## config.mk

```make
export PLATFORM = sky130hd
export DESIGN_NAME = uart_rx
export DESIGN_NICKNAME = d
export VERILOG_FILES = /design/src/rtl/uart_pkg.sv /design/src/rtl/uart_rx_fifo.sv /design/src/rtl/uart_rx.sv
export SDC_FILE = /design/constraint.sdc
export NUM_CORES = 1
export LEC_CHECK = 0
export CAP_MARGIN = 10
export CORE_MARGIN = 2
export CORE_UTILIZATION = 41
export DETAILED_ROUTE_END_ITERATION = 16
export GPL_TIMING_DRIVEN = 0
export PLACE_DENSITY = 0.61
export SETUP_SLACK_MARGIN = 0.15
export SLEW_MARGIN = 20
export SYNTH_ARGS = -nofsm -noshare
export SYNTH_HDL_FRONTEND = slang
export SYNTH_HIERARCHICAL = 1
export SYNTH_SLANG_ARGS = --single-unit
```

## constraint.sdc

```tcl
create_clock -name i_clock -period 3.3 [get_ports i_clock]
set_input_delay 0.99 -clock i_clock [delete_from_list [all_inputs] [get_ports i_clock]]
set_output_delay 0.99 -clock i_clock [all_outputs]
set_load 0.005 [all_outputs]
```

## src/rtl/uart_pkg.sv

```systemverilog
// Shared constants for the UART peripheral: receiver FSM states and the
// layout of the status/data word returned on a bus read.
package uart_pkg;

  localparam logic [2:0] IDLE  = 3'd0;
  localparam logic [2:0] START = 3'd1;
  localparam logic [2:0] DATA  = 3'd2;
  localparam logic [2:0] STOP  = 3'd3;
  localparam logic [2:0] BREAK = 3'd4;

  localparam int RDATA_VALID = 31;
  localparam int RDATA_OVR   = 9;
  localparam int RDATA_FERR  = 8;

  function automatic logic [31:0] make_rdata(input logic valid, input logic ovr,
                                             input logic ferr, input logic [7:0] data);
    logic [31:0] w;
    w = '0;
    w[RDATA_VALID] = valid;
    w[RDATA_OVR]   = ovr;
    w[RDATA_FERR]  = ferr;
    w[7:0]         = data;
    return w;
  endfunction

endpackage

```

## src/rtl/uart_rx_fifo.sv

```systemverilog
// Byte FIFO for received characters. Pointers carry an extra wrap bit so
// full and empty are distinguishable without a separate count.
module uart_rx_fifo #(
  parameter int DEPTH = 16
) (
  input  logic       i_clock,
  input  logic       i_reset,
  input  logic       push,
  input  logic [7:0] wdata,
  input  logic       pop,
  output logic [7:0] rdata,
  output logic       full,
  output logic       empty
);
  localparam int AW = $clog2(DEPTH);

  logic [7:0]  mem [DEPTH];
  logic [AW:0] wptr, rptr;
  logic        do_push, do_pop;

  assign empty   = (wptr == rptr);
  assign full    = (wptr[AW] != rptr[AW]) && (wptr[AW-1:0] == rptr[AW-1:0]);
  // A pop frees a slot in the same cycle, so a push into a full FIFO still lands.
  assign do_pop  = pop && !empty;
  assign do_push = push && (!full || do_pop);
  assign rdata   = mem[rptr[AW-1:0]];

  always_ff @(posedge i_clock) begin
    if (i_reset) begin
      wptr <= '0;
      rptr <= '0;
    end else begin
      if (do_push) wptr <= wptr + 1'b1;
      if (do_pop)  rptr <= rptr + 1'b1;
    end
  end

  always_ff @(posedge i_clock) begin
    if (do_push) mem[wptr[AW-1:0]] <= wdata;
  end

endmodule

```

## src/rtl/uart_rx.sv

```systemverilog
// 8N1 UART receiver: 16x oversampled mid-bit recovery into a FIFO, drained by
// a request/ready bus read that also reports sticky overrun/framing status.
module uart_rx
  import uart_pkg::*;
#(
  parameter int CLOCK_RATE = 50000000,
  parameter int BAUD_RATE  = 9600,
  parameter int FIFO_DEPTH = 16
) (
  input  logic        i_clock,
  input  logic        i_reset,
  input  logic        i_request,
  output logic [31:0] o_rdata,
  output logic        o_ready,
  output logic        o_available,
  input  logic        UART_RX
);
  localparam int DIV = CLOCK_RATE / (BAUD_RATE * 16);
  localparam int DW  = (DIV > 1) ? $clog2(DIV) : 1;

  logic [1:0]    sync;
  logic          rx;
  logic [DW-1:0] divcnt;
  logic          tick;
  logic [2:0]    state;
  logic [3:0]    scnt;
  logic [2:0]    bcnt;
  logic [7:0]    shreg;
  logic          push, ferr_evt, ovr_evt;
  logic          rd_start, pop;
  logic [7:0]    fifo_rdata;
  logic          fifo_full, fifo_empty;
  logic          ovr, ferr;

  always_ff @(posedge i_clock) begin
    if (i_reset) sync <= 2'b11;
    else         sync <= {sync[0], UART_RX};
  end
  assign rx = sync[1];

  assign tick = (divcnt == DW'(DIV - 1));
  always_ff @(posedge i_clock) begin
    if (i_reset)   divcnt <= '0;
    else if (tick) divcnt <= '0;
    else           divcnt <= divcnt + 1'b1;
  end

  always_ff @(posedge i_clock) begin
    if (i_reset) begin
      state <= IDLE;
      scnt  <= '0;
      bcnt  <= '0;
      shreg <= '0;
    end else if (tick) begin
      case (state)
        IDLE: if (!rx) begin
          state <= START;
          scnt  <= '0;
        end
        START: begin
          if (scnt == 4'd7) begin
            if (!rx) begin
              state <= DATA;
              scnt  <= '0;
              bcnt  <= '0;
            end else begin
              state <= IDLE;
            end
          end else begin
            scnt <= scnt + 4'd1;
          end
        end
        DATA: begin
          // scnt wraps 15->0, so each data bit is sampled one bit period after the last.
          scnt <= scnt + 4'd1;
          if (scnt == 4'd15) begin
            shreg <= {rx, shreg[7:1]};
            if (bcnt == 3'd7) state <= STOP;
            else              bcnt  <= bcnt + 3'd1;
          end
        end
        STOP: begin
          scnt <= scnt + 4'd1;
          if (scnt == 4'd15) state <= rx ? IDLE : BREAK;
        end
        BREAK: if (rx) state <= IDLE;
        default: state <= IDLE;
      endcase
    end
  end

  assign push     = tick && (state == STOP) && (scnt == 4'd15) && rx;
  assign ferr_evt = tick && (state == STOP) && (scnt == 4'd15) && !rx;
  assign rd_start = i_request && !o_ready;
  assign pop      = rd_start && !fifo_empty;
  assign ovr_evt  = push && fifo_full && !pop;

  uart_rx_fifo #(.DEPTH(FIFO_DEPTH)) u_fifo (
    .i_clock (i_clock),
    .i_reset (i_reset),
    .push    (push),
    .wdata   (shreg),
    .pop     (pop),
    .rdata   (fifo_rdata),
    .full    (fifo_full),
    .empty   (fifo_empty)
  );

  // The reading cycle clears a flag unless a new event lands in that same cycle.
  always_ff @(posedge i_clock) begin
    if (i_reset) begin
      ovr  <= 1'b0;
      ferr <= 1'b0;
    end else if (rd_start) begin
      ovr  <= ovr_evt;
      ferr <= ferr_evt;
    end else begin
      ovr  <= ovr  | ovr_evt;
      ferr <= ferr | ferr_evt;
    end
  end

  always_ff @(posedge i_clock) begin
    if (i_reset) begin
      o_ready <= 1'b0;
      o_rdata <= '0;
    end else if (rd_start) begin
      o_ready <= 1'b1;
      o_rdata <= make_rdata(!fifo_empty, ovr, ferr, fifo_empty ? 8'h00 : fifo_rdata);
    end else if (o_ready && !i_request) begin
      o_ready <= 1'b0;
    end
  end

  always_ff @(posedge i_clock) begin
    if (i_reset) o_available <= 1'b0;
    else         o_available <= !fifo_empty || push;
  end

endmodule

```

# --- After elaboration in Yosys (flattened, before gate mapping) ---
# Memory sizes are Yosys's and may differ from the RTL's. A register that Yosys moved wholly into a read port is not among the register bits.
# Cells that the tools add are included.
op_classes:
  addsub: 5
  eq_ne: 19
  muxes: 26
  bitwise_logic: 2
  reduce_logical: 30
ops:
  columns: ["op", "count"]
  rows:
  - ["two-way mux 3 bit", 11]
  - ["two-way mux 4 bit", 4]
  - ["inequality test 2 bit, second input constant", 8]
  - ["case mux 3 bit (5 select lines)", 1]
  - ["logical AND 1 bit", 12]
  - ["case mux 4 bit (3 select lines)", 1]
  - ["adder 5 x 1 -> 5 bit, second input constant", 2]
  - ["adder 9 x 1 -> 9 bit, second input constant", 1]
  - ["== test 9 bit, second input constant", 1]
  - ["two-way mux 8 bit", 1]
  - ["AND reduction 7 bit", 1]
  - ["== test 3 x 2 -> 1 bit, second input constant", 2]
  - ["== test 3 bit, second input constant", 2]
  - ["zero test 1 bit", 6]
  - ["two-way mux 1 bit", 6]
  - ["case mux 3 bit (2 select lines)", 1]
  - ["AND reduction 6 bit", 1]
  - ["== test 5 bit", 1]
  - ["adder 4 x 1 -> 4 bit, second input constant", 1]
  - ["== test 4 x 3 -> 1 bit, second input constant", 1]
  - ["== test 4 bit", 1]
  - ["== test 4 bit, second input constant", 1]
  - ["nonzero test 2 bit", 2]
  - ["OR reduction 2 bit", 2]
  - ["10 further kinds", 12]
totals:
  register_bits: 54
  mem_bits_rw: 128
  input_bits: 4
  output_inout_bits: 34
  wordCells: 96
  n_memories: 1
mem_list:
  columns: ["name", "words", "word_bits", "read_ports", "rd_clocked_by_memory_dff", "wr", "line_no", "rtl"]
  rows:
  - ["u_fifo.mem", 16, 8, 1, 1, 1, "uart_rx_fifo.sv:17", "logic [7:0] mem [DEPTH];"]

# --- Longest topological paths before layout ---
depth:
  depth_word: 8
  depth_mapped: 9
  depth_no_buf: 9

# --- Modules after synthesis ---
# The synthesis kept the hierarchy.
by_module_without_submodules:
  columns: ["module", "n_inst", "cells_per_inst", "area_per_inst_um2", "seq_area_each_um2"]
  rows:
  - ["uart_rx_fifo", 1, 265, 5736.8, 4124.0]
  - ["uart_rx", 1, 244, 2152.1, 880.8]

# --- Worst setup path after synthesis ---
# Ideal clock, no wire load.
synth_path:
  kind: "input -> register"
  startpoint: "input i_request"
  endpoint: "memory u_fifo.mem[11][0] (enable)"
  arrival_time_ns: 3.011
  path_slack_ns: -0.096
  stages: 7
  path_buffers: 1
  path_cell_list: "ha_1 -> clkbuf_1 -> inv_1 -> nor2_1 -> nor2_1 -> a21o_1 -> nor3b_1"
synth_via:
  elab_chain_len: 7
synth_rtl:
  columns: ["item", "line_no", "rtl"]
  rows:
  - ["start, declared", "uart_rx.sv:12", "input logic i_request,"]
  - ["logical AND 1 bit", "uart_rx.sv:94", "assign rd_start = i_request && !o_ready;"]
  - ["logical AND 1 bit", "uart_rx.sv:95", "assign pop = rd_start && !fifo_empty;"]
  - ["via pop", "uart_rx.sv:30", "logic rd_start, pop;"]
  - ["logical AND 1 bit", "uart_rx_fifo.sv:24", "assign do_pop = pop && !empty;"]
  - ["logical OR 1 bit", "uart_rx_fifo.sv:25", "assign do_push = push && (!full || do_pop);"]
  - ["logical AND 1 bit", "uart_rx_fifo.sv:25", null]
  - ["two-way mux 1 bit", "uart_rx_fifo.sv:39", "if (do_push) mem[wptr[AW-1:0]] <= wdata;"]
  - ["two-way mux 1 bit (implied by the code)", "uart_rx_fifo.sv:39", null]
  - ["end, declared", "uart_rx_fifo.sv:17", null]
# The timed path passes the listed nets, and every way through them passes these cells.

# --- Worst setup path in the final report ---
layout_path:
  startpoint: "input i_request"
  endpoint: "memory u_fifo.mem[11][6] (enable)"
layout_via:
  elab_chain_len: 7
layout_rtl:
  columns: ["item", "line_no"]
  rows:
  - ["logical AND 1 bit", "uart_rx.sv:94"]
  - ["via rd_start", "uart_rx.sv:30"]
  - ["logical AND 1 bit", "uart_rx.sv:95"]
  - ["via pop", "uart_rx.sv:30"]
  - ["logical AND 1 bit", "uart_rx_fifo.sv:24"]
  - ["logical OR 1 bit", "uart_rx_fifo.sv:25"]
  - ["logical AND 1 bit", "uart_rx_fifo.sv:25"]
  - ["two-way mux 1 bit", "uart_rx_fifo.sv:39"]
  - ["two-way mux 1 bit (implied by the code)", "uart_rx_fifo.sv:39"]
# The timed path passes the listed nets, and every way through them passes these cells.

==> impl_results.md <==
* Run status: complete, no violations
* End of the critical path: u_fifo/mem[11][6]
* Max cap viols at 0
* Clk pwr share at 44.2%
* Sw Share at 20.9%
* Clk root buf: clkbuf_16
* Final Power at 4610 uW
* Count of pins over their slew limit at 0
* Layout Nets at 582
* RR Endpoint: u_fifo/mem[12][5]
* Share of the synthesized area in the top cell type at 48.7%
* Synth Area in Adders at 1.74%
* Layout cells sized above 1 at 15.9%
* Final HPWL DP at 10.7 mm
* Worst Path Arrival at 3.04 ns
* Non-Filler Instances at 814
* XOR/XNOR Fraction of Synth Area at 2.43%
* Clk slew on worst S/H paths at 0.07 ns
* # clock sinks at 186
* DRT Wirelength at 15.9 mm
* Post-synthesis mux area share at 15.1%
* Area leader, netlist: edfxtp_1
* Number of global-route vias before repair at 4274
* Async S/R FF share, synth at 0%
* Crit path depth at 8
* WS Path Type: primary input to register
* Input/output buffers at 16
* Post-layout instance area at 9090 um2
* Largest stage delay, worst path at 0.54 ns
* Worst Path Buf+Inv at 3
* Core area at 18800 um2
* Worst IR Drop VDD at 0.000235 V
* Pwr per Cell Area at 507 nW/um2
* Std cell rows at 50
* Post-synth EDFFs at 128
* H-tree Lvls at 4
* Final hold vios at 0
* Tmin final at 2.97 ns
* Final setup fails at 0
* Initial Util at 42.0%
* Top post-synthesis cells by area: edfxtp_1 49%, dfxtp_1 15%, mux4_1 11%
* R2r startpoint: u_fifo/wptr[0]
* Chip height at 143 um
* Vias at 4418
* Largest net degree at the start of global routing at 19
* Wire length per cell at 19.5 um
* Area delta synth->final at 15.3%
* Yosys reg bits at 186
* Remaining Overflow, GRT at 0
* Slew margin rel. at 45.8%
* GPL Wtd Cong at 0.791
* Synth Instances at 509
* Via density at 5.43
* Synth Area in Simple Gates at 9.07%
* Ys flop type: edfxtp_1
* CTS Buffer Depth at 2
* Synth Area in Compound Gates at 3.92%
* Hold crit path type: register to register
* Latest clock arrival within the worst-skew pair at 0.43 ns
* Cells along the critical path: clkdlybuf4s50_1 -> ha_1 -> clkbuf_2 -> inv_1 -> nor2_4 -> nor2_1 -> a21o_1 -> nor3b_4
* Setup slack, reg-to-reg at 0.38 ns
* Crit path launch: i_request
* Worst-case reg-to-reg path depth at 8
* Placed cells at 779
* Count leader, synth: edfxtp_1
* Worst-margin pin slew at 0.813 ns
* Max Clk Rate at 336 MHz
* Chip width at 143 um
* Initial DRC count at 301
* Top Family by Delay on Critical Path: simple AND/OR/NAND/NOR gates
* Sequential fraction of the synthesis area at 63.4%
* Commonest cells in the netlist: 128 x edfxtp_1, 58 x dfxtp_1, 54 x nor2_1, 32 x mux4_1, 21 x buf_4
* Worst Path Required at 3.37 ns
* Final Cycle Share at 90.1%
* # diodes at 0
* Crit start category: primary input
* Leakage power at 0.00318 uW
* Synth cell types at 56
* Comb pwr share at 2.1%
* Switch Pwr at 964 uW
* Mapped Avg Cell Area at 15.5 um2
* Global-route wire length before repair at 24.2 mm
* Antenna violations before repair at 0
* GRT Total Usage at 16.2%
* Setup crit end kind: register
* CTS Buf Count at 17
* TritonCTS clock tree: yes
* Largest family of logic cells by synthesized area: multiplexers
* P_int at 3650 uW
* Netlist Area Pre-Place at 7890 um2
* Layout Skew at 0.0119 ns
* Total Die Area at 20400 um2
* Drt drc at 0
* Sequential power share at 53.6%
* Final ANT Viol Nets at 0
* Yosys Warn Count at 6
* RSZ-0062 raised after global routing: false
* DP Area at 8430 um2
* Crit Path Max Fanout at 8
* CP max-delay cell: nor3b_4
* Drt first pass iters at 5
* Boundary Pins at 38
-- cell families after synthesis --
family	after synthesis
and+or+nand+nor	134
xor gates and xnor gates	21
adders and majority gates	11
muxes	57
DFF	186
AOI/OAI and AO/OA	45
other	1
buffers and inverters	54
-- power groups by stage --
stage          clock [uW]  sequential, uW  combinational (uW)
2_1_floorplan           0            2520                71.4
3_3_place_gp            0            2530                93.8
3_5_place_dp            0            2530                95.8
4_1_cts              2080            2470                97.3
5_1_grt              2180            2470                 110
6_report             2040            2470                97.8
-- worst register-to-register path, delay by kind of cell (launching register included) --
kind                   cells  cell delay, ns
AO/OA/AOI/OAI              1            0.14
XOR/XNOR                   1            0.16
flip-flops                 1            0.49
buffers and inverters      1            0.22
AND/OR/NAND/NOR            5            1.65
-- worst min-delay path by stage --
stage | endpoint | start | cells after the start
after floorplan | sync[1] | sync[0] | 1
after global placement | sync[1] | sync[0] | 1
after detailed placement | sync[1] | sync[0] | 1
after CTS | sync[1] | sync[0] | 1
after global routing | sync[1] | sync[0] | 1
final | sync[1] | sync[0] | 1
-- through the flow --
stage / hold WS [ns] / setup WS [ns] / utilization (%) / TNS [ns]
2_1_floorplan: 0.389 / 0.168 / - / 0
3_3_place_gp: 0.404 / -1.01 / 44.9 / -119.02
3_5_place_dp: 0.412 / -1.07 / 44.9 / -125.37
4_1_cts: 0.433 / 0.138 / 48.3 / 0
5_1_grt: 0.439 / 0.165 / 48.4 / 0
6_report: 0.432 / 0.328 / 48.4 / 0
-- registers in the layout, summed over array words and instances (netlist names), 2 cells and up, named ones only --
| signal | count |
|---|---|
| u_fifo/mem | 128 |
| shreg | 8 |
| o_rdata | 11 |
| state | 3 |
| u_fifo/wptr | 5 |
| u_fifo/rptr | 5 |
| bcnt | 3 |
| scnt | 4 |
| sync | 2 |
| divcnt | 9 |
-- cell usage in the layout (no fill, tap or decap), types with 3 or more instances in the layout --
| master | instances |
|---|---|
| xor2_1 | 7 |
| and3_4 | 3 |
| mux4_1 | 32 |
| nor3_1 | 4 |
| a21oi_1 | 11 |
| clkdlybuf4s50_1 | 16 |
| clkbuf_16 | 17 |
| nand4_1 | 5 |
| ha_1 | 11 |
| clkbuf_1 | 14 |
| nand2b_1 | 7 |
| a21o_1 | 3 |
| xnor2_1 | 13 |
| a22oi_1 | 7 |
| nor2_1 | 53 |
| buf_2 | 4 |
| inv_1 | 8 |
| inv_6 | 4 |
| conb_1 | 21 |
| buf_4 | 24 |
| edfxtp_1 | 128 |
| nand2_1 | 11 |
| nor2b_1 | 7 |
| dfxtp_1 | 58 |
| o21ai_0 | 6 |
| mux2i_1 | 15 |
| mux4_2 | 8 |
| and3_2 | 7 |
| and3_1 | 4 |
| buf_6 | 4 |
| nand3_1 | 7 |
| a211oi_1 | 3 |
-- cell type report --
cell class | count | area, um2
multi-input cells | 289 | 2690
well taps | 234 | 293
repair buffers | 19 | 183
plain buffers | 46 | 304
clock inverters | 14 | 163
inverters | 8 | 30.0
flip-flops and latches | 186 | 5000
clock buffers | 18 | 429
fillers | 1570 | 9680
-- timing repair --
action | in CTS | in global routing
buffers inserted | 0 | 3
pin swaps | 0 | 1
gates resized for setup | 17 | 3
hold buffers | 0 | 0
setup endpoints to repair | 131 | 112
gates cloned | 0 | 0
-- per-layer routing --
layer	routed length [um]	global-route usage (%)	part of all wire, %
met1	7400	22.3	47
met2	7530	25.7	47
met3	722	3.49	4.6
met4	199	5.16	1.3
met5	0	0	0
(Power assumes the default switching activity.)
